## src/rtl/uart_rx_fifo.sv

```systemverilog
`timescale 1ns/1ps
// Purpose: oversampling UART receiver (DATA_BITS, optional parity, 1 stop) feeding a receive FIFO.
// Latency: word is pushed on the mid-stop sample; pops return rd_data/rd_valid one clk after rd_en.
// Backpressure: none on the line; a good frame arriving while the FIFO is full is dropped with an overflow pulse.
//
// Ports: clk/rst (async active-high), rx (raw serial line, idle high),
//        rd_en -> rd_data/rd_valid (pop), empty/full/count (occupancy),
//        frame_err/parity_err/overflow (one-clk status pulses).
// Optional build macro: UART_RX_MAJORITY_VOTE_EN -- 2-of-3 vote around mid-bit instead of a single sample.
module uart_rx_fifo #(
  parameter int CLK_FREQ   = 50000000,
  parameter int BAUD       = 115200,
  parameter int OVERSAMPLE = 16,
  parameter int DATA_BITS  = 8,
  parameter int PARITY     = 0,
  parameter int FIFO_DEPTH = 16
) (
  input  logic                          clk,
  input  logic                          rst,
  input  logic                          rx,
  input  logic                          rd_en,
  output logic [DATA_BITS-1:0]          rd_data,
  output logic                          rd_valid,
  output logic                          empty,
  output logic                          full,
  output logic [$clog2(FIFO_DEPTH):0]   count,
  output logic                          frame_err,
  output logic                          parity_err,
  output logic                          overflow
);

  localparam int DIV   = (CLK_FREQ + (BAUD * OVERSAMPLE) / 2) / (BAUD * OVERSAMPLE);
  localparam int DIV_W = (DIV > 1) ? $clog2(DIV) : 1;
  localparam int TW    = $clog2(OVERSAMPLE);
  localparam int BW    = $clog2(DATA_BITS);
  localparam int AW    = $clog2(FIFO_DEPTH);
`ifdef UART_RX_MAJORITY_VOTE_EN
  // Decision is taken on the last of the three vote samples.
  localparam int DEC_TICK = OVERSAMPLE / 2;
`else
  localparam int DEC_TICK = OVERSAMPLE / 2 - 1;
`endif

  typedef enum logic [2:0] {S_IDLE, S_START, S_DATA, S_PARITY, S_STOP} state_t;

  state_t               state_q, state_d;
  logic                 sync1_q, sync2_q;
  logic [DIV_W-1:0]     div_cnt_q, div_cnt_d;
  logic [TW-1:0]        tick_cnt_q, tick_cnt_d;
  logic [BW-1:0]        bit_cnt_q, bit_cnt_d;
  logic [DATA_BITS-1:0] shift_q, shift_d;
  logic                 par_err_q, par_err_d;
  logic                 arm_q, arm_d;
  logic                 frame_err_q, frame_err_d;
  logic                 parity_err_q, parity_err_d;
  logic                 overflow_q, overflow_d;
  logic [AW-1:0]        wr_ptr_q, wr_ptr_d, rd_ptr_q, rd_ptr_d;
  logic [AW:0]          count_q, count_d;
  logic [DATA_BITS-1:0] rd_data_q, rd_data_d;
  logic                 rd_valid_q, rd_valid_d;
  logic [DATA_BITS-1:0] fifo_mem [FIFO_DEPTH];

  logic rx_s, tick, dec, wrap, bit_val, push_req, do_push, do_pop;

  assign rx_s = sync2_q;
  assign tick = (state_q != S_IDLE) && (div_cnt_q == DIV_W'(DIV - 1));
  assign dec  = tick && (tick_cnt_q == TW'(DEC_TICK));
  assign wrap = tick && (tick_cnt_q == TW'(OVERSAMPLE - 1));

`ifdef UART_RX_MAJORITY_VOTE_EN
  logic [1:0] vote_q, vote_d;
  assign bit_val = (vote_q[0] & vote_q[1]) | (vote_q[0] & rx_s) | (vote_q[1] & rx_s);

  always_comb begin
    vote_d = vote_q;
    if (tick && (tick_cnt_q == TW'(DEC_TICK - 2) || tick_cnt_q == TW'(DEC_TICK - 1)))
      vote_d = {vote_q[0], rx_s};
  end

  always_ff @(posedge clk or posedge rst) begin
    if (rst) vote_q <= 2'b11;
    else     vote_q <= vote_d;
  end
`else
  assign bit_val = rx_s;
`endif

  // State register
  always_ff @(posedge clk or posedge rst) begin
    if (rst) state_q <= S_IDLE;
    else     state_q <= state_d;
  end

  // Next-state logic
  always_comb begin
    state_d = state_q;
    case (state_q)
      // arm_q blocks a line still low after a bad stop bit from looking like a new start.
      S_IDLE:   if (arm_q && !rx_s) state_d = S_START;
      S_START:  if (dec && bit_val) state_d = S_IDLE;
                else if (wrap)      state_d = S_DATA;
      S_DATA:   if (wrap && bit_cnt_q == BW'(DATA_BITS - 1))
                  state_d = (PARITY != 0) ? S_PARITY : S_STOP;
      S_PARITY: if (wrap) state_d = S_STOP;
      S_STOP:   if (dec)  state_d = S_IDLE;
      default:  state_d = S_IDLE;
    endcase
  end

  // Output logic: frame verdict on the stop-bit decision
  always_comb begin
    push_req     = 1'b0;
    frame_err_d  = 1'b0;
    parity_err_d = 1'b0;
    if (state_q == S_STOP && dec) begin
      if (!bit_val)       frame_err_d  = 1'b1;
      else if (par_err_q) parity_err_d = 1'b1;
      else                push_req     = 1'b1;
    end
  end

  // Receiver datapath
  always_comb begin
    div_cnt_d  = div_cnt_q;
    tick_cnt_d = tick_cnt_q;
    bit_cnt_d  = bit_cnt_q;
    shift_d    = shift_q;
    par_err_d  = par_err_q;
    arm_d      = arm_q;
    // Divider and tick counter sit at zero in IDLE, so they restart exactly on the falling edge.
    if (state_q == S_IDLE) begin
      div_cnt_d  = '0;
      tick_cnt_d = '0;
    end else begin
      div_cnt_d = tick ? '0 : div_cnt_q + DIV_W'(1);
      if (tick) tick_cnt_d = wrap ? '0 : tick_cnt_q + TW'(1);
    end
    if (state_q != S_DATA) bit_cnt_d = '0;
    else if (wrap)         bit_cnt_d = bit_cnt_q + BW'(1);
    if (state_q == S_DATA && dec) shift_d = {bit_val, shift_q[DATA_BITS-1:1]};
    if (state_q == S_START) par_err_d = 1'b0;
    // Odd parity expects an overall XOR of 1, even parity an XOR of 0.
    else if (state_q == S_PARITY && dec) par_err_d = (^{shift_q, bit_val}) ^ (PARITY == 1);
    if (state_q == S_STOP && dec)        arm_d = 1'b0;
    else if (state_q == S_IDLE && rx_s)  arm_d = 1'b1;
  end

  // FIFO control; a pop in the same cycle frees the slot, so a full FIFO still accepts the push.
  always_comb begin
    do_pop     = rd_en && (count_q != '0);
    do_push    = push_req && ((count_q != (AW+1)'(FIFO_DEPTH)) || do_pop);
    overflow_d = push_req && !do_push;
    count_d    = count_q + (AW+1)'(do_push) - (AW+1)'(do_pop);
    wr_ptr_d   = do_push ? wr_ptr_q + AW'(1) : wr_ptr_q;
    rd_ptr_d   = do_pop  ? rd_ptr_q + AW'(1) : rd_ptr_q;
    rd_data_d  = do_pop  ? fifo_mem[rd_ptr_q] : rd_data_q;
    rd_valid_d = do_pop;
  end

  always_ff @(posedge clk or posedge rst) begin
    if (rst) begin
      sync1_q      <= 1'b1;
      sync2_q      <= 1'b1;
      div_cnt_q    <= '0;
      tick_cnt_q   <= '0;
      bit_cnt_q    <= '0;
      shift_q      <= '0;
      par_err_q    <= 1'b0;
      arm_q        <= 1'b1;
      frame_err_q  <= 1'b0;
      parity_err_q <= 1'b0;
      overflow_q   <= 1'b0;
      wr_ptr_q     <= '0;
      rd_ptr_q     <= '0;
      count_q      <= '0;
      rd_data_q    <= '0;
      rd_valid_q   <= 1'b0;
    end else begin
      sync1_q      <= rx;
      sync2_q      <= sync1_q;
      div_cnt_q    <= div_cnt_d;
      tick_cnt_q   <= tick_cnt_d;
      bit_cnt_q    <= bit_cnt_d;
      shift_q      <= shift_d;
      par_err_q    <= par_err_d;
      arm_q        <= arm_d;
      frame_err_q  <= frame_err_d;
      parity_err_q <= parity_err_d;
      overflow_q   <= overflow_d;
      wr_ptr_q     <= wr_ptr_d;
      rd_ptr_q     <= rd_ptr_d;
      count_q      <= count_d;
      rd_data_q    <= rd_data_d;
      rd_valid_q   <= rd_valid_d;
    end
  end

  // Storage needs no reset: occupancy is tracked by the pointers and count.
  always_ff @(posedge clk) begin
    if (do_push) fifo_mem[wr_ptr_q] <= shift_q;
  end

  assign rd_data    = rd_data_q;
  assign rd_valid   = rd_valid_q;
  assign empty      = (count_q == '0);
  assign full       = (count_q == (AW+1)'(FIFO_DEPTH));
  assign count      = count_q;
  assign frame_err  = frame_err_q;
  assign parity_err = parity_err_q;
  assign overflow   = overflow_q;

endmodule

```

## config.mk

```make
export PLATFORM = sky130hd
export DESIGN_NAME = uart_rx_fifo
export DESIGN_NICKNAME = d
export VERILOG_FILES = /design/src/rtl/uart_rx_fifo.sv
export SDC_FILE = /design/constraint.sdc
export NUM_CORES = 1
export LEC_CHECK = 0
export BUFFER_PORTS_ARGS = -buffer_cell sky130_fd_sc_hd__buf_4
export CAP_MARGIN = 15
export CORE_UTILIZATION = 50
export CTS_BUF_LIST = sky130_fd_sc_hd__clkbuf_16
export CTS_CLUSTER_DIAMETER = 40
export DETAILED_ROUTE_END_ITERATION = 12
export PLACE_DENSITY_LB_ADDON = 0.15
export SLEW_MARGIN = 20
export SYNTH_ARGS = -nofsm -noshare
export SYNTH_HDL_FRONTEND = slang
export SYNTH_SLANG_ARGS = --single-unit
```

## constraint.sdc

```tcl
create_clock -name clk -period 6.5 [get_ports clk]
set_clock_uncertainty 0.1 [all_clocks]
set_input_delay 0.65 -clock clk [delete_from_list [all_inputs] [get_ports clk]]
set_output_delay 0.65 -clock clk [all_outputs]
set_load 0.1 [all_outputs]
```

=== Yosys cells after proc, flatten, opt, wreduce, memory -nomap -nowiden ===
Memory sizes are Yosys's and may differ from the RTL's. A register that Yosys moved wholly into a read port is not among the register bits.
Cells that the tools add are included.

* Bitwise logic cells: 0
* Shift operators: 0
* Add/subtract/negate cells: 7
* $lt $le $gt $ge: 0
* Reductions and logical operators: 26
* Equality and inequality tests: 16
* Divide/modulo/power cells: 0
* Multipliers: 0
* Muxes and demuxes: 28

{| class="wikitable"
|+ Operator list
! cell !! count
|-
| two-way mux 3 bit || 8
|-
| case mux 3 bit (5 select lines) || 1
|-
| two-way mux 1 bit || 14
|-
| logical AND 1 bit || 13
|-
| adder 4 x 1 -> 4 bit, second input constant || 3
|-
| two-way mux 4 bit || 3
|-
| == test 5 bit, second input constant || 2
|-
| two-way mux 5 bit || 2
|-
| parity 9 bit || 1
|-
| inequality test 2 bit, second input constant || 4
|-
| nonzero test 2 bit || 4
|-
| == test 3 x 2 -> 1 bit, second input constant || 2
|-
| == test 3 bit, second input constant || 2
|-
| adder 5 x 1 -> 5 bit || 1
|-
| adder 5 x 1 -> 5 bit, second input constant || 1
|-
| zero test 5 bit || 1
|-
| inequality test 5 bit, second input constant || 1
|-
| AND reduction 5 bit || 1
|-
| nonzero test 5 bit || 1
|-
| subtractor 5 x 1 -> 5 bit || 1
|-
| == test 4 x 3 -> 1 bit, second input constant || 1
|-
| == test 4 bit, second input constant || 1
|-
| adder 3 x 1 -> 3 bit, second input constant || 1
|-
| == test 3 x 1 -> 1 bit, second input constant || 1
|-
| 6 further kinds || 7
|}

* ROM bits: 0
* Memories kept: 1
* Bits in writable memories: 128
* Latch bits: 0
* Output and inout port bits: 19
* Bits in registers: 44
* Bits of input ports: 4
* Logic and storage cells: 94

{| class="wikitable"
|+ Memory list
! memory !! words !! bits a word !! read ports !! clocked after Yosys merged registers in !! write ports !! RTL line !! source
|-
| fifo_mem || 16 || 8 || 1 || 1 || 1 || 61 || <nowiki>logic [DATA_BITS-1:0] fifo_mem [FIFO_DEPTH];</nowiki>
|}

=== Logic depth before layout (Yosys ltp) ===
Gate-level depths: netlist of run 1.

* Word-level depth: 8
* Gate-level depth with buffers: 15

=== Worst setup path before layout of run 1 ===
OpenSTA, ideal clock, no wires.

* Path type: register to register
* Start point: register count_q[3], in the netlist count[3]
* End point: register count_q[4], in the netlist count[4]
* Setup slack: 324 ps
* Buffers on the path: 2
* Period minus slack after synthesis: 6176 ps
* Required time: 6319 ps
* Stages on the path, launching flop included: 15
* Data arrival time: 5995 ps
* Cell sequence: dfrtp_1 -> inv_1 -> ha_1 -> nor4b_1 -> nand2b_1 -> buf_2 -> buf_2 -> a21o_1 -> ha_1 -> inv_1 -> fa_1 -> inv_1 -> a21oi_1 -> o21bai_1 -> xnor2_1

* Word-level cells in the longest chain between the ends: 6
* Elaborated cells between the ends (all ways): 7
* Those cells by class: 2 x add/sub; 1 x eq/ne; 4 x reduce/logical

{| class="wikitable"
|+ RTL lines
! item !! RTL line !! source
|-
| start, declared || 58 || <nowiki>logic [AW:0] count_q, count_d;</nowiki>
|-
| start signal, assigned || 192 || <nowiki>count_q <= count_d;</nowiki>
|-
| nonzero test 5 bit || 150 || <nowiki>do_pop = rd_en && (count_q != '0);</nowiki>
|-
| logical AND 1 bit || 150 ||
|-
| logical OR 1 bit || 151 || <nowiki>do_push = push_req && ((count_q != (AW+1)'(FIFO_DEPTH)) || do_pop);</nowiki>
|-
| logical AND 1 bit || 151 ||
|-
| adder 5 x 1 -> 5 bit || 153 || <nowiki>count_d = count_q + (AW+1)'(do_push) - (AW+1)'(do_pop);</nowiki>
|-
| subtractor 5 x 1 -> 5 bit * || 153 ||
|-
| via count_d[4] || 58 ||
|}

Mark *: on every way through the listed nets, which the timed path passes. The rest lies on a longest branch.
A chain may end at the register's enable or synchronous reset.

=== Final worst setup path of run 1 ===
* Start point: register count_q[3], in the netlist count[3]
* End point: register count_q[4], in the netlist count[4]

* Word-level cells in the longest chain between the ends: 6
* Elaborated cells between the ends (all ways): 7
* Those cells by class: 2 x add/sub; 1 x eq/ne; 4 x reduce/logical

{| class="wikitable"
|+ RTL lines
! item !! RTL line !! source
|-
| nonzero test 5 bit * || 150 ||
|-
| logical AND 1 bit * || 150 ||
|-
| via do_pop || 63 || <nowiki>logic rx_s, tick, dec, wrap, bit_val, push_req, do_push, do_pop;</nowiki>
|-
| logical OR 1 bit || 151 ||
|-
| logical AND 1 bit || 151 ||
|-
| adder 5 x 1 -> 5 bit || 153 ||
|-
| subtractor 5 x 1 -> 5 bit * || 153 ||
|-
| via count_d[4] || 58 ||
|}

Marks and branches as above.

==> run_results.csv, run 1 <==
group,metric,value,unit
logic_synthesis,async_flop_share,28.9,%
critical_path,crit_arrival,3.52,ns
grt,grt_pass1_wl,21.6,mm
drt,met2WireLength,6.52,mm
finish,area_delta_synth_final,12.4,%
clock_tree,clock-sinks,180,
clock_tree,clk_latency,0.43,ns
critical_path,required,6.71,ns
clock_tree,post_cts_buffers,0,
pwr,power_density,354,nW/µm²
logic_synthesis,synth_top_area_share,51.4,%
drt,via_count,3708,
logic_synthesis,synthTopCellsByArea,"edfxtp_1 (51%), dfrtp_1 (16%), mux4_2 (9.6%)",
logic_synthesis,synth_nets,458,
finish,instances_no_fill,663,
hold_path,whs_path_depth,1,
finish,fill_cells,1096,
logic_synthesis,synth_most_common_cell,"edfxtp_1",
clock_tree,cts_buffers,17,
critical_path,start_kind,"flop",
die,die_y,124,µm
critical_path,rrSetupSlack,3.20,ns
timing,clock.fmax,303,MHz
finish,drive_gt1_share,24.6,%
hold_path,min_from,"rx",
grt,grt_remaining_overflow,0,
pwr,leakage,3.47,nW
die,die-width,124,µm
timing,tightest_slew,0.949,ns
grt,grt_util_all_layers,19.0,%
drt,wl,13.3,mm
hold_path,hold_end,"sync1_q$_DFF_PP1_",
drt,routed_via_density,5.59,
drt,topRoutingLayerUsed,"met4",
timing,slew_headroom,36.5,%
logic_synthesis,yosysWarnings,0,
die,dieArea,15500,µm²
clock_tree,clock_path_buffers,2,
clock_tree,path_clk_slew,0.06,ns
place,hpwl,8.62,mm
place,io_buffer_count,22,
finish,final_nets,486,
clock_tree,cts-root-buf,"clkbuf_16",
run_status,status,"completed",
grt,antenna_found_initial,0,
finish,n_antenna_cell,0,
logic_synthesis,synth_edf_count,128,
drt,ant_nets,0,
drt,drt-met1-wl,6.18,mm
finish,seqCellArea,5150,µm²
clock_tree,cts-htree-levels,4,
run,maxCapViolations,0,
timing,hold_viol,0,
logic_synthesis,yosysTopAreaCell,"edfxtp_1",
logic_synthesis,synthesis.area,7480,µm²
die,rows,44,
logic_synthesis,synth_area_per_cell,17.1,µm²
timing,grt_setup_unrepaired,"no",
drt,drt_iter0_drc,280,
logic_synthesis,syn_inst,438,
timing,setup_viol,0,
logic_synthesis,ys_types,53,
clock_tree,cts_resized,0,
drt,wire_per_inst,20.1,µm
place,dp_cells,631,
logic_synthesis,synth_common_cells,"edfxtp_1 (128), dfrtp_1 (49), mux4_2 (32), nand2_1 (24), nor2_1 (24)",
finish,multi_input_comb_area,2200,µm²
die,start_util,51.3,%
timing,slew_violations,0,
pwr,vdd_ir_drop_max,0.000351,V
critical_path,reg2reg_depth,15,
timing,tns,0,ns
critical_path,timing.rr.start,"count[3]$_DFF_PP0_",
drt,dr_wl_met3,463,µm
critical_path,reg2reg_to,"count[4]$_DFF_PP0_",
grt,grt_pass1_vias,3865,
logic_synthesis,ys.flop_type,"edfxtp_1",
place,gp_congestion,0.769,
logic_synthesis,yosys_register_bits,180,
critical_path,cp-end-kind,"flop",
clock_tree,cts_tree,"yes",
timing,final.period_utilization,50.8,%
timing,fin_crit,3.30,ns
grt,grt_max_degree,53,
critical_path,critical_path.max_fanout,20,
logic_synthesis,yosysSeqAreaShare,68.8,%
die,pin_count,23,
drt,drc,0,
hold_path,worstHoldPathType,"in2reg",
critical_path,path_class,"reg2reg",
clock_tree,cts_hold_buf,0,
drt,firstDrtPassIters,4,
die,core_area,14600,µm²
==> layer usage <==
metal	vias up	global-route usage, %
met3	13	4.21
met5	-	0
li1	1728	-
met4	0	7.44
met2	60	30.3
met1	1907	25.7
==> how the worst max path moves through the flow <==
stage | from | to | slack [ns] | cells past startpoint
after floorplan | count[3]$_DFF_PP0_ | count[4]$_DFF_PP0_ | 0.32 | 14
after global placement | count[3]$_DFF_PP0_ | count[4]$_DFF_PP0_ | 3.34 | 15
after detailed placement | count[3]$_DFF_PP0_ | count[4]$_DFF_PP0_ | 3.19 | 15
after global routing | count[3]$_DFF_PP0_ | count[4]$_DFF_PP0_ | 2.88 | 15
final | count[3]$_DFF_PP0_ | count[4]$_DFF_PP0_ | 3.20 | 15
after CTS | count[3]$_DFF_PP0_ | count[4]$_DFF_PP0_ | 3.17 | 15
==> critical path, stage by stage, from the launching register on <==
cell	delay, ns
dfrtp_1	0.40
inv_1	0.09
ha_1	0.15
nor4b_1	0.30
nand2b_1	0.65
inv_1	0.30
o21ai_4	0.13
inv_2	0.06
a21o_1	0.15
ha_1	0.19
inv_1	0.07
fa_1	0.20
inv_1	0.05
a21oi_1	0.11
o21bai_1	0.08
xnor2_1	0.12
==> flip-flops by register name (all words and copies together) (netlist names) <==
register and count:
count 5, arm_q 1, rd_ptr_q 4, shift_q 8
frame_err 1, rd_data 8, tick_cnt_q 4, bit_val 1
fifo_mem 128, rd_valid 1, sync1_q 1, par_err_q 1
parity_err 1, div_cnt_q 5, overflow 1, wr_ptr_q 4
state_q 3, bit_cnt_q 3
==> placed cells by master, fill, tap and decap left out, types with 3 or more instances in the layout <==
cell type | synthesis | layout
edfxtp_1 | 128 | 128
dfrtp_1 | 49 | 48
mux4_2 | 32 | 32
buf_4 | 2 | 26
nor2_1 | 24 | 24
nand2_1 | 24 | 24
clkbuf_16 | 0 | 20
mux2_2 | 17 | 17
inv_1 | 13 | 16
mux2i_1 | 15 | 15
ha_1 | 15 | 15
xnor2_1 | 13 | 13
nand3_1 | 11 | 11
a21oi_1 | 10 | 10
o21ai_0 | 9 | 9
xor2_1 | 7 | 7
nor3_1 | 9 | 6
nand2b_1 | 6 | 6
clkinv_2 | 0 | 4
nor3_2 | 0 | 3
dfstp_2 | 3 | 3
==> power by group <==
group	switching [mW]	internal, mW
Combinational	0.352	0.236
Clock	0.406	0.586
Sequential	0.125	1.27
==> metrics by stage <==
stage | instance area [µm²] | power (mW) | hold WS [ns] | setup slack (ns) | util, %
after CTS | 8410 | 3.01 | 0.212 | 3.17 | 57.6
after global routing | 8410 | 3.11 | 0.213 | 2.88 | 57.6
after global placement | 7830 | 2.01 | 0.248 | 3.34 | 53.6
after floorplan | 7480 | 1.90 | 0.245 | 0.324 | -
final | 8410 | 2.98 | 0.229 | 3.20 | 57.6
after detailed placement | 7830 | 2.02 | 0.249 | 3.19 | 53.6
==> cells by family (layout without fill, tap and decap cells) <==
kind of cell	after synthesis	count (layout)	share of synthesized area, %
adders and majority gates	16	16	2.78
xor gates and xnor gates	21	21	2.64
AOI/OAI and AO/OA	31	31	2.64
DFF	180	180	68.8
muxes	64	64	14.2
and+or+nand+nor	95	95	6.91
buffers and inverters	31	72	1.99
==> area by class of cell <==
| cell class | count | area share [%] |
|---|---|---|
| timing repair buffer | 26 | 2.32 |
| tap | 184 | 2.74 |
| clock buffer | 20 | 5.95 |
| multi-input combinational | 227 | 26.1 |
| clock inverter | 12 | 0.982 |
| inverter | 14 | 0.625 |
| sequential | 180 | 61.3 |
Note: power is estimated with default switching activity, not from simulation.
==> inputs of run 2 (changes only) <==
--- a/config.mk
+++ b/config.mk
@@ -5,6 +5,7 @@
 export SDC_FILE = /design/constraint.sdc
 export NUM_CORES = 1
 export LEC_CHECK = 0
+export ABC_AREA = 1
 export BUFFER_PORTS_ARGS = -buffer_cell sky130_fd_sc_hd__buf_4
 export CAP_MARGIN = 15
 export CORE_UTILIZATION = 50
==> constraint.sdc (replaced) <==
create_clock -name clk -period 3.05 [get_ports clk]
set_clock_uncertainty 0.1 [all_clocks]
set_input_delay 0.305 -clock clk [delete_from_list [all_inputs] [get_ports clk]]
set_output_delay 0.305 -clock clk [all_outputs]
set_load 0.1 [all_outputs]
==> run_results.csv, run 2 <==
group,metric,value,unit
logic_synthesis,yosysWarnings,0,
timing,clock.fmax,356,MHz
finish,area_delta_synth_final,14.4,%
die,dieArea,15800,µm²
drt,routed_via_density,5.34,
clock_tree,clock_path_buffers,2,
die,die_y,126,µm
clock_tree,cts-htree-levels,4,
place,placed_cell_area,8160,µm²
place,dp_slack,0.244,ns
grt,grt_util_all_layers,22.4,%
drt,drc,0,
critical_path,crit_arrival,3.02,ns
logic_synthesis,synth_nets,744,
finish,largest_reg_flops,128,
logic_synthesis,ys_types,29,
logic_synthesis,synthesis.area,7660,µm²
timing,worst_hold_slack,0.229,ns
die,pin_count,23,
critical_path,critical-path-max-stage-delay,0.39,ns
logic_synthesis,synth_edf_count,128,
timing,final.period_utilization,92.1,%
critical_path,slowest_stage,"fa_1",
timing,hold_viol,0,
clock_tree,cts-root-buf,"clkbuf_16",
run,maxCapViolations,0,
timing,tightest_slew,1.07,ns
logic_synthesis,yosys_register_bits,180,
logic_synthesis,synthTopCellsByArea,"edfxtp_1 (50%), dfrtp_1 (16%), nor2_1 (8.0%)",
critical_path,crit_chain,"ha_1 > nand2_1 > nor2_1 > nand4_1 > nor2_2 > nand2_2 > o21ai_0 > ha_1 > inv_1 > fa_1 > o21ai_0 > a21oi_1 > xor2_1",
timing,tns,0,ns
logic_synthesis,async_flop_share,28.9,%
drt,wl,16.3,mm
finish,max_flop_register,"fifo_mem",
timing,slew_headroom,28.6,%
pwr,power_density,907,nW/µm²
finish,post-route-cell-area,8770,µm²
drt,firstDrtPassIters,5,
drt,ant_nets,0,
grt,grt_pass1_vias,5211,
grt,grt_remaining_overflow,0,
finish,n_antenna_cell,0,
logic_synthesis,synth_common_cells,"nor2_1 (164), edfxtp_1 (128), nand2_1 (101), o21ai_0 (81), nand3_1 (65)",
critical_path,start_kind,"flop",
logic_synthesis,yosysSeqAreaShare,67.2,%
die,core_area,14800,µm²
place,io_buffer_count,22,
clock_tree,cts_tree,"yes",
timing,grt_setup_unrepaired,"no",
finish,final_nets,787,
clock_tree,clk_latency,0.43,ns
clock_tree,path_clk_slew,0.07,ns
place,hpwl,10.6,mm
clock_tree,clock-sinks,180,
critical_path,cp-end-kind,"flop",
die,rows,44,
drt,via_count,5150,
place,gp_congestion,0.835,
logic_synthesis,ys.flop_type,"edfxtp_1",
grt,grt_max_degree,67,
finish,final_common_cell,"nor2_1",
clock_tree,cts_buffers,17,
logic_synthesis,synth_area_per_cell,10.6,µm²
logic_synthesis,yosysTopAreaCell,"edfxtp_1",
place,dp_cells,930,
logic_synthesis,synth_top_area_share,50.2,%
finish,drive_gt1_share,12.6,%
drt,wire_per_inst,16.9,µm
die,die-width,126,µm
pwr,leakage,3.90,nW
timing,setup_viol,0,
finish,final_cell_mix,"nor2_1 (163), edfxtp_1 (128), nand2_1 (101)",
grt,grt_pass1_wl,26.7,mm
critical_path,required,3.26,ns
timing,fin_crit,2.81,ns
critical_path,critical_path.max_fanout,4,
grt,antenna_found_initial,0,
hold_path,worstHoldPathType,"in2reg",
die,start_util,51.9,%
logic_synthesis,syn_inst,724,
run_status,status,"completed",
timing,setup_ws,0.241,ns
critical_path,path_class,"reg2reg",
timing,slew_violations,0,
finish,instances_no_fill,964,
logic_synthesis,synth_most_common_cell,"nor2_1",
drt,drt_iter0_drc,456,
pwr,vdd_ir_drop_max,0.000473,V
[run 2: final cells by class]
cell class	instances	area, µm²
Clock buffer	20	500
Clock inverter	12	86.3
Fill cell	1222	5990
Inverter	52	195
Multi-Input combinational cell	464	2210
Sequential cell	180	5150
Tap cell	184	230
Timing Repair Buffer	52	395
[run 2: power by group]
part           internal, mW  switching [mW]  total, mW
Combinational         0.819            2.11       2.93
Clock                  1.20           0.928       2.12
Sequential             2.76           0.134       2.90
Total                  4.78            3.18       7.96
[run 2: kinds of logic after synthesis]
family / synth area share [%]
fa+ha+maj: 2.71
flops: 67.2
xor+xnor: 1.37
simple gates: 18.3
compound gates: 6.32
buf+inv: 4.13
[run 2: through the flow]
| stage | util [%] | total power, mW |
|---|---|---|
| 2_1_floorplan | - | 5.19 |
| 3_3_place_gp | 55.3 | 5.82 |
| 3_5_place_dp | 55.3 | 5.89 |
| 4_1_cts | 59.4 | 8.01 |
| 5_1_grt | 59.4 | 8.41 |
| 6_report | 59.4 | 7.96 |
[run 2: timing repair]
item                                    4_1_cts  5_1_grt
endpoints found under the hold margin        38        0
setup buffers                                 0        0
hold buffers                                  2        0
endpoints found under the setup margin        0        0
resized for setup                             0        0
[run 2: critical path: cells and delay by family, from the launching register on]
family,cells,cell delay (ns)
AO/OA/AOI/OAI,3,0.45
XOR/XNOR,1,0.15
adder cells (fa/ha/maj),3,0.78
buffers and inverters,1,0.06
flip-flops,1,0.38
AND/OR/NAND/NOR,5,0.77
[run 2: worst paths after layout]
check	start	end	slack (ns)	cells past startpoint
max reg2reg	tick_cnt_q[0]$_DFFE_PP0P_	count[4]$_DFF_PP0_	0.24	13
max in group asynchronous	rst	sync1_q$_DFF_PP1_	1.60	4
min reg2reg	sync1_q$_DFF_PP1_	bit_val$_DFF_PP1_	0.26	0
min in group asynchronous	rst	count[4]$_DFF_PP0_	0.53	3
min	rd_en	overflow$_DFF_PP0_	0.23	4
max	tick_cnt_q[0]$_DFFE_PP0P_	count[4]$_DFF_PP0_	0.24	13
[run 2: metal layers]
metal	global-route usage, %	wire (µm)	up-vias
met5	0	0	-
met4	6.45	179	0
met3	4.80	704	15
met2	38.9	8160	115
met1	28.4	7280	2497
li1	-	-	2523
